$ cat config.mk
export PLATFORM = sky130hd
export DESIGN_NAME = mem_lsu_flat
export DESIGN_NICKNAME = d
export VERILOG_FILES = /design/src/rtl/mem_lsu_if.sv /design/src/rtl/mem_lsu.sv /design/src/flat_wrapper.sv
export SDC_FILE = /design/constraint.sdc
export NUM_CORES = 1
export LEC_CHECK = 0
export BUFFER_PORTS_ARGS = -buffer_cell sky130_fd_sc_hd__buf_2
export CAP_MARGIN = 0
export CORE_MARGIN = 2
export CORE_UTILIZATION = 45
export DETAILED_ROUTE_END_ITERATION = 16
export HOLD_SLACK_MARGIN = 0.02
export PLACE_DENSITY = 0.75
export REMOVE_ABC_BUFFERS = 1
export SETUP_SLACK_MARGIN = 0.15
export SLEW_MARGIN = 0
export SYNTH_ARGS = -nofsm -noshare
export SYNTH_HDL_FRONTEND = slang
export SYNTH_SLANG_ARGS = --single-unit
$ cat constraint.sdc
create_clock -name clk -period 1.8 [get_ports clk]
set_input_delay 0.27 -clock clk [delete_from_list [all_inputs] [get_ports clk]]
set_output_delay 0.27 -clock clk [all_outputs]
set_load 0.005 [all_outputs]
$ cat src/rtl/mem_lsu_if.sv
// Signal bundle for the load/store unit: execute-stage request/response
// plus the data-bus request/grant/rvalid handshake.
// The master modport is the LSU itself; slave is the pipeline and bus around it.
interface mem_lsu_if #(
    parameter int XLEN   = 32,
    parameter int ADDR_W = 32
);
    // Execute-stage request and response
    logic              lsu_mem_rd;
    logic              lsu_mem_wr;
    logic [2:0]        lsu_op;
    logic [ADDR_W-1:0] lsu_addr;
    logic [XLEN-1:0]   lsu_wdata;
    logic [XLEN-1:0]   lsu_rdata;
    logic              lsu_rvalid;
    logic              lsu_st_done;
    logic              lsu_stall;
    logic              lsu_ld_misalign;
    logic              lsu_st_misalign;

    // Data bus
    logic              dbus_req;
    logic              dbus_we;
    logic [ADDR_W-1:0] dbus_addr;
    logic [XLEN-1:0]   dbus_wdata;
    logic [3:0]        dbus_be;
    logic              dbus_gnt;
    logic              dbus_rvalid;
    logic [XLEN-1:0]   dbus_rdata;

    modport master (
        input  lsu_mem_rd, lsu_mem_wr, lsu_op, lsu_addr, lsu_wdata,
        input  dbus_gnt, dbus_rvalid, dbus_rdata,
        output lsu_rdata, lsu_rvalid, lsu_st_done, lsu_stall,
        output lsu_ld_misalign, lsu_st_misalign,
        output dbus_req, dbus_we, dbus_addr, dbus_wdata, dbus_be
    );

    modport slave (
        output lsu_mem_rd, lsu_mem_wr, lsu_op, lsu_addr, lsu_wdata,
        output dbus_gnt, dbus_rvalid, dbus_rdata,
        input  lsu_rdata, lsu_rvalid, lsu_st_done, lsu_stall,
        input  lsu_ld_misalign, lsu_st_misalign,
        input  dbus_req, dbus_we, dbus_addr, dbus_wdata, dbus_be
    );
endinterface

$ cat src/rtl/mem_lsu.sv
// Load/store unit, memory side. Captures one EX-stage request, runs a
// req/gnt (+ rvalid for loads) data-bus transaction, formats load data,
// flags misaligned accesses and stalls the pipeline while busy.
module mem_lsu #(
    parameter int XLEN   = 32,
    parameter int ADDR_W = 32
) (
    input logic       clk,
    input logic       rst,
    mem_lsu_if.master bus
);
    typedef enum logic [1:0] {
        IDLE = 2'd0,
        REQ  = 2'd1,
        RESP = 2'd2
    } state_e;

    state_e            state_q, state_d;
    logic [2:0]        op_q, op_d;
    logic [ADDR_W-1:0] addr_q, addr_d;
    logic [XLEN-1:0]   wdata_q, wdata_d;
    logic              we_q, we_d;
    logic [XLEN-1:0]   rdata_q, rdata_d;
    logic              rvalid_q, rvalid_d;
    logic              st_done_q, st_done_d;
    logic              ld_mis_q, ld_mis_d;
    logic              st_mis_q, st_mis_d;

    logic              req_is_load;
    logic              req_misalign;
    logic [XLEN-1:0]   ld_shift;
    logic [XLEN-1:0]   ld_fmt;
    logic [3:0]        be;
    logic [XLEN-1:0]   wdata_rep;

    // Decode the incoming request: loads win when both strobes are high;
    // funct3[1:0] gives the access size (01 half, 1x word).
    always_comb begin
        req_is_load  = bus.lsu_mem_rd;
        req_misalign = (bus.lsu_op[1:0] == 2'b01 && bus.lsu_addr[0]) ||
                       (bus.lsu_op[1] && bus.lsu_addr[1:0] != 2'b00);
    end

    // Lane steering for the captured request and load-data formatting.
    always_comb begin
        ld_shift = bus.dbus_rdata >> {addr_q[1:0], 3'b000};
        case (op_q)
            3'b000:  ld_fmt = {{(XLEN-8){ld_shift[7]}}, ld_shift[7:0]};
            3'b001:  ld_fmt = {{(XLEN-16){ld_shift[15]}}, ld_shift[15:0]};
            3'b100:  ld_fmt = {{(XLEN-8){1'b0}}, ld_shift[7:0]};
            3'b101:  ld_fmt = {{(XLEN-16){1'b0}}, ld_shift[15:0]};
            default: ld_fmt = ld_shift;
        endcase
        case (op_q[1:0])
            2'b00: begin
                be        = 4'b0001 << addr_q[1:0];
                wdata_rep = {(XLEN/8){wdata_q[7:0]}};
            end
            2'b01: begin
                be        = 4'b0011 << {addr_q[1], 1'b0};
                wdata_rep = {(XLEN/16){wdata_q[15:0]}};
            end
            default: begin
                be        = 4'b1111;
                wdata_rep = wdata_q;
            end
        endcase
    end

    // Next-state, captured-request and bus/handshake outputs.
    // NOTE: every signal written here gets a default first, so no path
    // through the case statements can leave one unassigned and infer a latch.
    always_comb begin
        state_d   = state_q;
        op_d      = op_q;
        addr_d    = addr_q;
        wdata_d   = wdata_q;
        we_d      = we_q;
        rdata_d   = rdata_q;
        rvalid_d  = 1'b0;
        st_done_d = 1'b0;
        ld_mis_d  = 1'b0;
        st_mis_d  = 1'b0;

        bus.dbus_req   = 1'b0;
        bus.dbus_we    = 1'b0;
        bus.dbus_addr  = '0;
        bus.dbus_wdata = '0;
        bus.dbus_be    = 4'b0000;
        bus.lsu_stall  = 1'b0;

        case (state_q)
            IDLE: begin
                if (bus.lsu_mem_rd || bus.lsu_mem_wr) begin
                    if (req_misalign) begin
                        ld_mis_d = req_is_load;
                        st_mis_d = !req_is_load;
                    end else begin
                        op_d    = bus.lsu_op;
                        addr_d  = bus.lsu_addr;
                        wdata_d = bus.lsu_wdata;
                        we_d    = !req_is_load;
                        state_d = REQ;
                    end
                end
            end
            REQ: begin
                bus.dbus_req   = 1'b1;
                bus.dbus_we    = we_q;
                bus.dbus_addr  = {addr_q[ADDR_W-1:2], 2'b00};
                bus.dbus_wdata = wdata_rep;
                bus.dbus_be    = be;
                bus.lsu_stall  = !(bus.dbus_gnt && we_q);
                if (bus.dbus_gnt) begin
                    st_done_d = we_q;
                    state_d   = we_q ? IDLE : RESP;
                end
            end
            RESP: begin
                bus.lsu_stall = !bus.dbus_rvalid;
                if (bus.dbus_rvalid) begin
                    rdata_d  = ld_fmt;
                    rvalid_d = 1'b1;
                    state_d  = IDLE;
                end
            end
            default: state_d = IDLE;
        endcase
    end

    // State and captured-request registers with synchronous reset.
    // NOTE: sequential state uses non-blocking assignments so every register
    // samples pre-edge values regardless of statement order.
    always_ff @(posedge clk) begin
        if (rst) begin
            state_q   <= IDLE;
            op_q      <= '0;
            addr_q    <= '0;
            wdata_q   <= '0;
            we_q      <= 1'b0;
            rdata_q   <= '0;
            rvalid_q  <= 1'b0;
            st_done_q <= 1'b0;
            ld_mis_q  <= 1'b0;
            st_mis_q  <= 1'b0;
        end else begin
            state_q   <= state_d;
            op_q      <= op_d;
            addr_q    <= addr_d;
            wdata_q   <= wdata_d;
            we_q      <= we_d;
            rdata_q   <= rdata_d;
            rvalid_q  <= rvalid_d;
            st_done_q <= st_done_d;
            ld_mis_q  <= ld_mis_d;
            st_mis_q  <= st_mis_d;
        end
    end

    // Registered pulses and load result to the pipeline.
    always_comb begin
        bus.lsu_rdata       = rdata_q;
        bus.lsu_rvalid      = rvalid_q;
        bus.lsu_st_done     = st_done_q;
        bus.lsu_ld_misalign = ld_mis_q;
        bus.lsu_st_misalign = st_mis_q;
    end
endmodule

$ cat src/flat_wrapper.sv
// flat-port wrapper written by rule: the top's interface ports become plain ports
module mem_lsu_flat 
#(
    parameter int XLEN   = 32,
    parameter int ADDR_W = 32
)
  (clk, rst, bus_lsu_mem_rd, bus_lsu_mem_wr, bus_lsu_op, bus_lsu_addr, bus_lsu_wdata, bus_dbus_gnt, bus_dbus_rvalid, bus_dbus_rdata, bus_lsu_rdata, bus_lsu_rvalid, bus_lsu_st_done, bus_lsu_stall, bus_lsu_ld_misalign, bus_lsu_st_misalign, bus_dbus_req, bus_dbus_we, bus_dbus_addr, bus_dbus_wdata, bus_dbus_be);
  mem_lsu_if #(.XLEN(XLEN), .ADDR_W(ADDR_W)) bus_i ();
  input logic clk;
  input logic rst;
  input wire logic [$bits(bus_i.lsu_mem_rd)-1:0] bus_lsu_mem_rd;
  input wire logic [$bits(bus_i.lsu_mem_wr)-1:0] bus_lsu_mem_wr;
  input wire logic [$bits(bus_i.lsu_op)-1:0] bus_lsu_op;
  input wire logic [$bits(bus_i.lsu_addr)-1:0] bus_lsu_addr;
  input wire logic [$bits(bus_i.lsu_wdata)-1:0] bus_lsu_wdata;
  input wire logic [$bits(bus_i.dbus_gnt)-1:0] bus_dbus_gnt;
  input wire logic [$bits(bus_i.dbus_rvalid)-1:0] bus_dbus_rvalid;
  input wire logic [$bits(bus_i.dbus_rdata)-1:0] bus_dbus_rdata;
  output wire logic [$bits(bus_i.lsu_rdata)-1:0] bus_lsu_rdata;
  output wire logic [$bits(bus_i.lsu_rvalid)-1:0] bus_lsu_rvalid;
  output wire logic [$bits(bus_i.lsu_st_done)-1:0] bus_lsu_st_done;
  output wire logic [$bits(bus_i.lsu_stall)-1:0] bus_lsu_stall;
  output wire logic [$bits(bus_i.lsu_ld_misalign)-1:0] bus_lsu_ld_misalign;
  output wire logic [$bits(bus_i.lsu_st_misalign)-1:0] bus_lsu_st_misalign;
  output wire logic [$bits(bus_i.dbus_req)-1:0] bus_dbus_req;
  output wire logic [$bits(bus_i.dbus_we)-1:0] bus_dbus_we;
  output wire logic [$bits(bus_i.dbus_addr)-1:0] bus_dbus_addr;
  output wire logic [$bits(bus_i.dbus_wdata)-1:0] bus_dbus_wdata;
  output wire logic [$bits(bus_i.dbus_be)-1:0] bus_dbus_be;
  assign bus_i.lsu_mem_rd = bus_lsu_mem_rd;
  assign bus_i.lsu_mem_wr = bus_lsu_mem_wr;
  assign bus_i.lsu_op = bus_lsu_op;
  assign bus_i.lsu_addr = bus_lsu_addr;
  assign bus_i.lsu_wdata = bus_lsu_wdata;
  assign bus_i.dbus_gnt = bus_dbus_gnt;
  assign bus_i.dbus_rvalid = bus_dbus_rvalid;
  assign bus_i.dbus_rdata = bus_dbus_rdata;
  assign bus_lsu_rdata = bus_i.lsu_rdata;
  assign bus_lsu_rvalid = bus_i.lsu_rvalid;
  assign bus_lsu_st_done = bus_i.lsu_st_done;
  assign bus_lsu_stall = bus_i.lsu_stall;
  assign bus_lsu_ld_misalign = bus_i.lsu_ld_misalign;
  assign bus_lsu_st_misalign = bus_i.lsu_st_misalign;
  assign bus_dbus_req = bus_i.dbus_req;
  assign bus_dbus_we = bus_i.dbus_we;
  assign bus_dbus_addr = bus_i.dbus_addr;
  assign bus_dbus_wdata = bus_i.dbus_wdata;
  assign bus_dbus_be = bus_i.dbus_be;
  mem_lsu #(.XLEN(XLEN), .ADDR_W(ADDR_W)) u_core (.clk(clk), .rst(rst), .bus(bus_i));
endmodule
==> results of run 1 <==
## logic make-up after synthesis
kind of cell,after synthesis,synth area share (%)
adders and majority gates,3,0.725
muxes,41,8.36
DFF,106,41.0
and+or+nand+nor,265,22.5
buffers and inverters,65,5.97
AOI/OAI and AO/OA,191,21.4
other,1,0.0724
## final timing paths
check                                     endpoint  slack [ns]  cells past startpoint
max reg2reg  u_core.bus.lsu_rdata[12]$_SDFFE_PP0P_        0.19                      5
min                u_core.wdata_q[18]$_SDFFE_PP0P_        0.15                      3
max                              bus_dbus_addr[21]        0.07                      5
min reg2reg         u_core.addr_q[13]$_SDFFE_PP0P_        0.45                      2
## state kept, by name, indices dropped and copies added, names as in the netlist
register and cells:
u_core.state_q 2, u_core.op_q 3, u_core.bus.lsu_st_done 1, u_core.wdata_q 32
u_core.addr_q 32, u_core.bus.lsu_st_misalign 1, u_core.we_q 1, u_core.bus.lsu_rdata 32
u_core.bus.lsu_ld_misalign 1, u_core.bus.lsu_rvalid 1
## worst max-delay path: stages, from the launching register on
cell and delay, ns:
dfxtp_2 0.33, inv_2 0.07, ha_4 0.19, buf_12 0.22, and2_4 0.19, buf_6 0.09
## metrics by stage
stage	utilization [%]	TNS, ns	setup slack, ns	hold WS [ns]	instances
2_1_floorplan	-	-61.33	-0.667	0.339	618
3_3_place_gp	57.0	0	0.208	0.437	1002
3_5_place_dp	57.0	0	0.172	0.442	1002
4_1_cts	61.9	0	0.0475	0.139	1029
5_1_grt	66.2	-0.0251	-0.0142	0.151	1036
6_report	66.2	0	0.0731	0.147	1036
## per-layer routing
layer	part of all wire (%)	track usage, %	vias up
li1	-	-	2682
met1	40	29.5	2481
met2	48	41.2	231
met3	9.8	9.13	25
met4	2.0	8.40	2
met5	0.079	0	-
## power groups by stage
stage          combinational [mW]  clock, mW  sequential, mW
4_1_cts                      1.35       2.00            2.60
6_report                     1.50       1.99            2.61
2_1_floorplan               0.621          0            2.67
3_3_place_gp                 1.21          0            2.65
3_5_place_dp                 1.23          0            2.65
5_1_grt                      1.63       2.11            2.63
## cell usage in the layout (no fill, tap or decap), drive strengths merged, types with 4 or more instances in the layout
cell type / count
buf: 258
nand2: 170
a21oi: 137
dfxtp: 106
and2: 39
nor2: 39
mux2i: 32
o21ai: 28
inv: 12
clkbuf: 11
mux2: 8
o2bb2ai: 7
o211ai: 7
nor3: 4
## what timing repair did
action,in CTS,in global routing
endpoints found under the setup margin,69,90
pin swaps,7,9
buffers inserted,10,6
resized for setup,51,101
cloned,1,1
## final cells by class
| type | instances | area, um2 |
|---|---|---|
| repair buffers | 259 | 1830 |
| clock buffers | 10 | 229 |
| multi-input cells | 502 | 3010 |
| flip-flops and latches | 106 | 2140 |
| fillers | 954 | 3820 |
| well taps | 143 | 179 |
| clock inverters | 6 | 65.1 |
| inverters | 10 | 45.0 |
==> results by group, run 1 <==
Run status
  • Status: completed

Yosys
  • Synth Instances: roughly 670
  • Synthesis-stage register bit count: between 100 and 150
  • Post-synth top area share: around two fifths
  • Synth async-reset ratio: 0%
  • Main area contributors after synthesis: dfxtp_1, nand2_1, a21oi_1
  • Synthesized area per cell: around 7.7 um2
  • Synth cell types: 47
  • Synth cell count leaders: nand2_1, a21oi_1, dfxtp_1, and2_1, nor2_1
  • Mapped Area: between 0.005 and 0.006 mm2
  • Sequential area share after synthesis: 41.0%
  • Ys flop type: dfxtp_1
  • Synth Warn #: 0
  • EDFF count, synth: 0
  • Most common cell in the synthesized netlist: nand2_1
  • Leading area contributor after synthesis: dfxtp_1

Clock network
  • CTS root buffer: clkbuf_16
  • Clock Tree Buf Depth: 2
  • Clock tree sinks: 106
  • H-tree depth: 3
  • CTS tree: built
  • Num CTS Buffers: 9
  • Clock-pin slew on the worst setup and hold paths: approximately 0.08 ns
  • Hold_buf cts: 0
  • Worst skew pair latency: 0.35 ns

Layout
  • Layout area overhead: 44.7%
  • Share of layout cells above drive strength 1: 43.0%
  • Post-route design area: around 0.0075 mm2
  • Net count reported at finish: roughly 1000
  • N_diodes: 0

Die
  • Area of the core: about 0.011 mm2
  • Number of core rows: 39
  • Top Ports: about 210
  • Starting density of the core: a little under half
  • Die W: about 110 um
  • Die area: 0.0124 mm2
  • Height of the die: ~110 um

Route
  • DRC viols: 0
  • Vias after detailed routing: approximately 5.4k
  • Vias per cell: 5.23
  • Antenna viol nets, final: 0
  • Final wirelength: around 17 mm
  • First-pass DRT Iterations: 5
  • WL/cell: about 16 um
  • Detailed router's first-iteration violation count: about 380

Worst setup path
  • Worst Path Required: between 1.5 and 2 ns
  • CP Class: register to output port
  • CP startpoint: u_core.state_q[1]$_SDFFE_PP0P_
  • Worst reg2reg path startpoint: u_core.addr_q[1]$_SDFFE_PP0P_
  • CP Launch Type: register
  • CP max FO: 40
  • CP Capture Type: output port
  • Crit path DAT: approximately 1.5 ns

Power and ir drop
  • Psw: around 1.8 mW
  • Pwr/cell area: a little over 800 mW/mm2
  • Internal: between 4 and 5 mW
  • Peak supply drop: approximately 0.84 mV
  • Switching share of power: between 20% and 30%
  • Clock power share: roughly a third
  • Combinational cell fraction of total power: 24.6%
  • Sequential fraction of design power: approximately 43%
  • Leak Pwr: about 3.3 nW
  • Pwr Total: roughly 6.1 mW

STA
  • Fin crit share: a little over nine tenths
  • Fin. max-slew vios: 0
  • Final Setup Violations: 0
  • Fmax: slightly below 600 MHz
  • Unrepaired setup endpoints after global routing: true
  • Final hold viol count: 0
  • Fin Clk Skew: between 0.009 and 0.01 ns
  • Worst-Margin Slew: around 0.53 ns
  • Slew HR: between 60 and 70%
  • Final min period: roughly 1.7 ns

Job
  • Max-Cap Viols: 0

GRT
  • Vias in the first global route: 5133
  • Initial antenna violation count: 1
  • Overall routing resource usage: roughly a quarter
  • Total congestion overflow: 0
  • Largest net degree at the start of global routing: 57
  • Global-route wire length before repair: 25.2 mm

Hold path
  • Worst Hold Class: input pin to register
  • Min-Delay Startpoint: bus_lsu_wdata[18]

Place
  • GP Congestion: ~0.86
  • DP HPWL: ~11 mm
  • Port Buffers: around 210
  • Dpl cell area: roughly 0.0065 mm2
No activity file was read; power rests on OpenSTA's default activity.
==> run 2: changes to the inputs <==
Settings changed: CELL_PAD_IN_SITES_DETAIL_PLACEMENT from default to 0, CELL_PAD_IN_SITES_GLOBAL_PLACEMENT from default to 1, CORE_UTILIZATION 45 to 34, HOLD_SLACK_MARGIN 0.02 to 0.12, PLACE_DENSITY 0.75 to default, PLACE_DENSITY_LB_ADDON from default to 0.1.
==> results by group, run 2 (synthesis results as in run 1) <==
Run status
  • Status: completed (unchanged)

STA
  • Final min period: 1.80 ns (was 1.73 ns)
  • Fin. max-slew vios: 0 (unchanged)
  • Final hold viol count: 0 (unchanged)
  • Fin Clk Skew: 0.00547 ns (was 0.00916 ns)
  • Fmax: 557 MHz (was 579 MHz)
  • Unrepaired setup endpoints after global routing: true (unchanged)
  • Hold WS: 0.138 ns (was 0.147 ns)
  • Setup TNS: 0 ns (unchanged)
  • Slew HR: 64.6% (was 64.3%)
  • Final Setup Violations: 0 (unchanged)
  • Fin crit share: 99.8% (was 95.9%)
  • Worst-Margin Slew: 0.531 ns (was 0.535 ns)

Die
  • Top Ports: 212 (unchanged)
  • Die area: 0.0162 mm2 (was 0.0124 mm2)
  • Die W: 127 um (was 111 um)
  • Starting density of the core: 34.4% (was 45.7%)
  • Area of the core: 0.0150 mm2 (was 0.0113 mm2)
  • Number of core rows: 45 (was 39)
  • Height of the die: 127 um (was 111 um)

GRT
  • Initial antenna violation count: 1 (unchanged)
  • Global-route wire length before repair: 27.6 mm (was 25.2 mm)
  • Vias in the first global route: 5506 (was 5133)
  • Total congestion overflow: 0 (unchanged)
  • Largest net degree at the start of global routing: 43 (was 57)
  • Overall routing resource usage: 21.2% (was 24.8%)

Route
  • WL/cell: 16.5 um (was 15.9 um)
  • Detailed router's first-iteration violation count: 314 (was 384)
  • Vias per cell: 5.02 (was 5.23)
  • DRC viols: 0 (unchanged)
  • First-pass DRT Iterations: 5 (unchanged)
  • Antenna viol nets, final: 0 (unchanged)
  • Vias after detailed routing: 5515 (was 5421)
  • Final wirelength: 18.1 mm (was 16.5 mm)

Layout
  • Net count reported at finish: 1013 (was 996)
  • N_diodes: 0 (unchanged)
  • Layout area overhead: 57.5% (was 44.7%)
  • Share of layout cells above drive strength 1: 45.6% (was 43.0%)
  • Final Non-Filler Cells: 1098 (was 1036)
  • Most common cell after layout, fill and taps aside: buf_2 (unchanged)
  • Commonest cells after routing, fill and taps aside: buf_2, nand2_1, a21oi_1, dfxtp_1, buf_6 (unchanged)

Power and ir drop
  • Pwr/cell area: 818 mW/mm2 (was 813 mW/mm2)
  • Pwr Total: 6.67 mW (was 6.09 mW)
  • Leak Pwr: 3.53 nW (was 3.30 nW)
  • Peak supply drop: 0.493 mV (was 0.840 mV)

Worst setup path
  • CP max FO: 8 (was 40)
  • CP Class: register to output port (unchanged)
  • Crit path DAT: 1.53 ns (was 1.46 ns)
  • CP Launch Type: register (unchanged)
  • Worst Path Required: 1.53 ns (about the same)
  • CP Capture Type: output port (unchanged)

Hold path
  • Worst Hold Class: input pin to register (unchanged)

Place
  • GP Congestion: 0.776 (was 0.856)
  • DP HPWL: 11.6 mm (was 11.0 mm)
  • Port Buffers: 209 (unchanged)
  • Placed insts: 1046 (was 1002)

Clock network
  • CTS root buffer: clkbuf_16 (unchanged)
  • Clock tree sinks: 106 (unchanged)
  • Worst skew pair latency: 0.35 ns (about the same)
  • CTS tree: built (unchanged)
  • Clock-pin slew on the worst setup and hold paths: 0.07 ns (was 0.08 ns)
  • H-tree depth: 3 (unchanged)
  • Num CTS Buffers: 9 (unchanged)
  • Clock Tree Buf Depth: 2 (unchanged)

Job
  • Max-Cap Viols: 0 (unchanged)
-- run 2: cell count changes in the layout (fill, tap and decap cells not counted), sizes merged --
cell / change
buf: +12
clkbuf: +6
bufinv: +1
inv: -2
-- run 2: area by class of cell --
type                            instances  area (um2)
Inverter                               10        50.0
Clock buffer                           12         267
Timing Repair Buffer                  275        2240
Fill cell                            1429        6880
Tap cell                              188         235
Timing Repair inverter                  1        11.3
Sequential cell                       106        2140
Clock inverter                          4        72.6
Multi-Input combinational cell        502        3140
-- run 2: path summary, 6_finish.rpt --
check	from	to	slack, ns	depth (start not counted)
min reg2reg	u_core.bus.lsu_rdata[4]$_SDFFE_PP0P_	u_core.bus.lsu_rdata[4]$_SDFFE_PP0P_	0.46	2
max	u_core.state_q[1]$_SDFFE_PP0P_	bus_dbus_addr[4]	0.004	6
min	bus_lsu_mem_rd	u_core.we_q$_SDFFE_PP0P_	0.14	2
max reg2reg	u_core.op_q[1]$_SDFFE_PP0P_	u_core.bus.lsu_rdata[20]$_SDFFE_PP0P_	0.19	5
-- run 2: routing by layer --
metal	wire length (um)	vias to the layer above	share of wire, %	GRT usage [%]
li1	-	2721	-	-
met1	8010	2617	44	26.1
met2	8690	154	48	36.7
met3	1110	21	6.1	4.94
met4	246	2	1.4	6.92
met5	13	-	0.072	0
-- run 2: per-stage QoR --
stage / util, % / setup slack (ns) / instance area [um2]
6_report: 54.2 / 0.00372 / 8150
5_1_grt: 54.2 / -0.109 / 8150
4_1_cts: 50.7 / 0.0201 / 7620
3_5_place_dp: 43.1 / -0.177 / 6480
3_3_place_gp: 43.1 / -0.0704 / 6480
2_1_floorplan: - / -0.667 / 4910
-- run 2: repair_timing --
| item | 4_1_cts | 5_1_grt |
|---|---|---|
| hold buffers | 0 | 0 |
| endpoints found under the setup margin | 93 | 127 |
| gates resized for setup | 136 | 68 |
| setup buffers | 15 | 9 |
| pin swaps | 15 | 40 |
| gates cloned | 6 | 6 |
-- run 2: power breakdown --
part / total (mW) / internal, mW / switching, mW
clock network: 2.24 / 1.33 / 0.905
logic: 1.81 / 0.894 / 0.915
registers: 2.62 / 2.50 / 0.120
-- run 2: worst max-delay path, stage by stage (launching register included) --
cell       delay, ns
dfxtp_2         0.32
inv_2           0.07
ha_4            0.22
buf_8           0.17
clkbuf_16       0.16
and2_4          0.14
buf_6           0.08
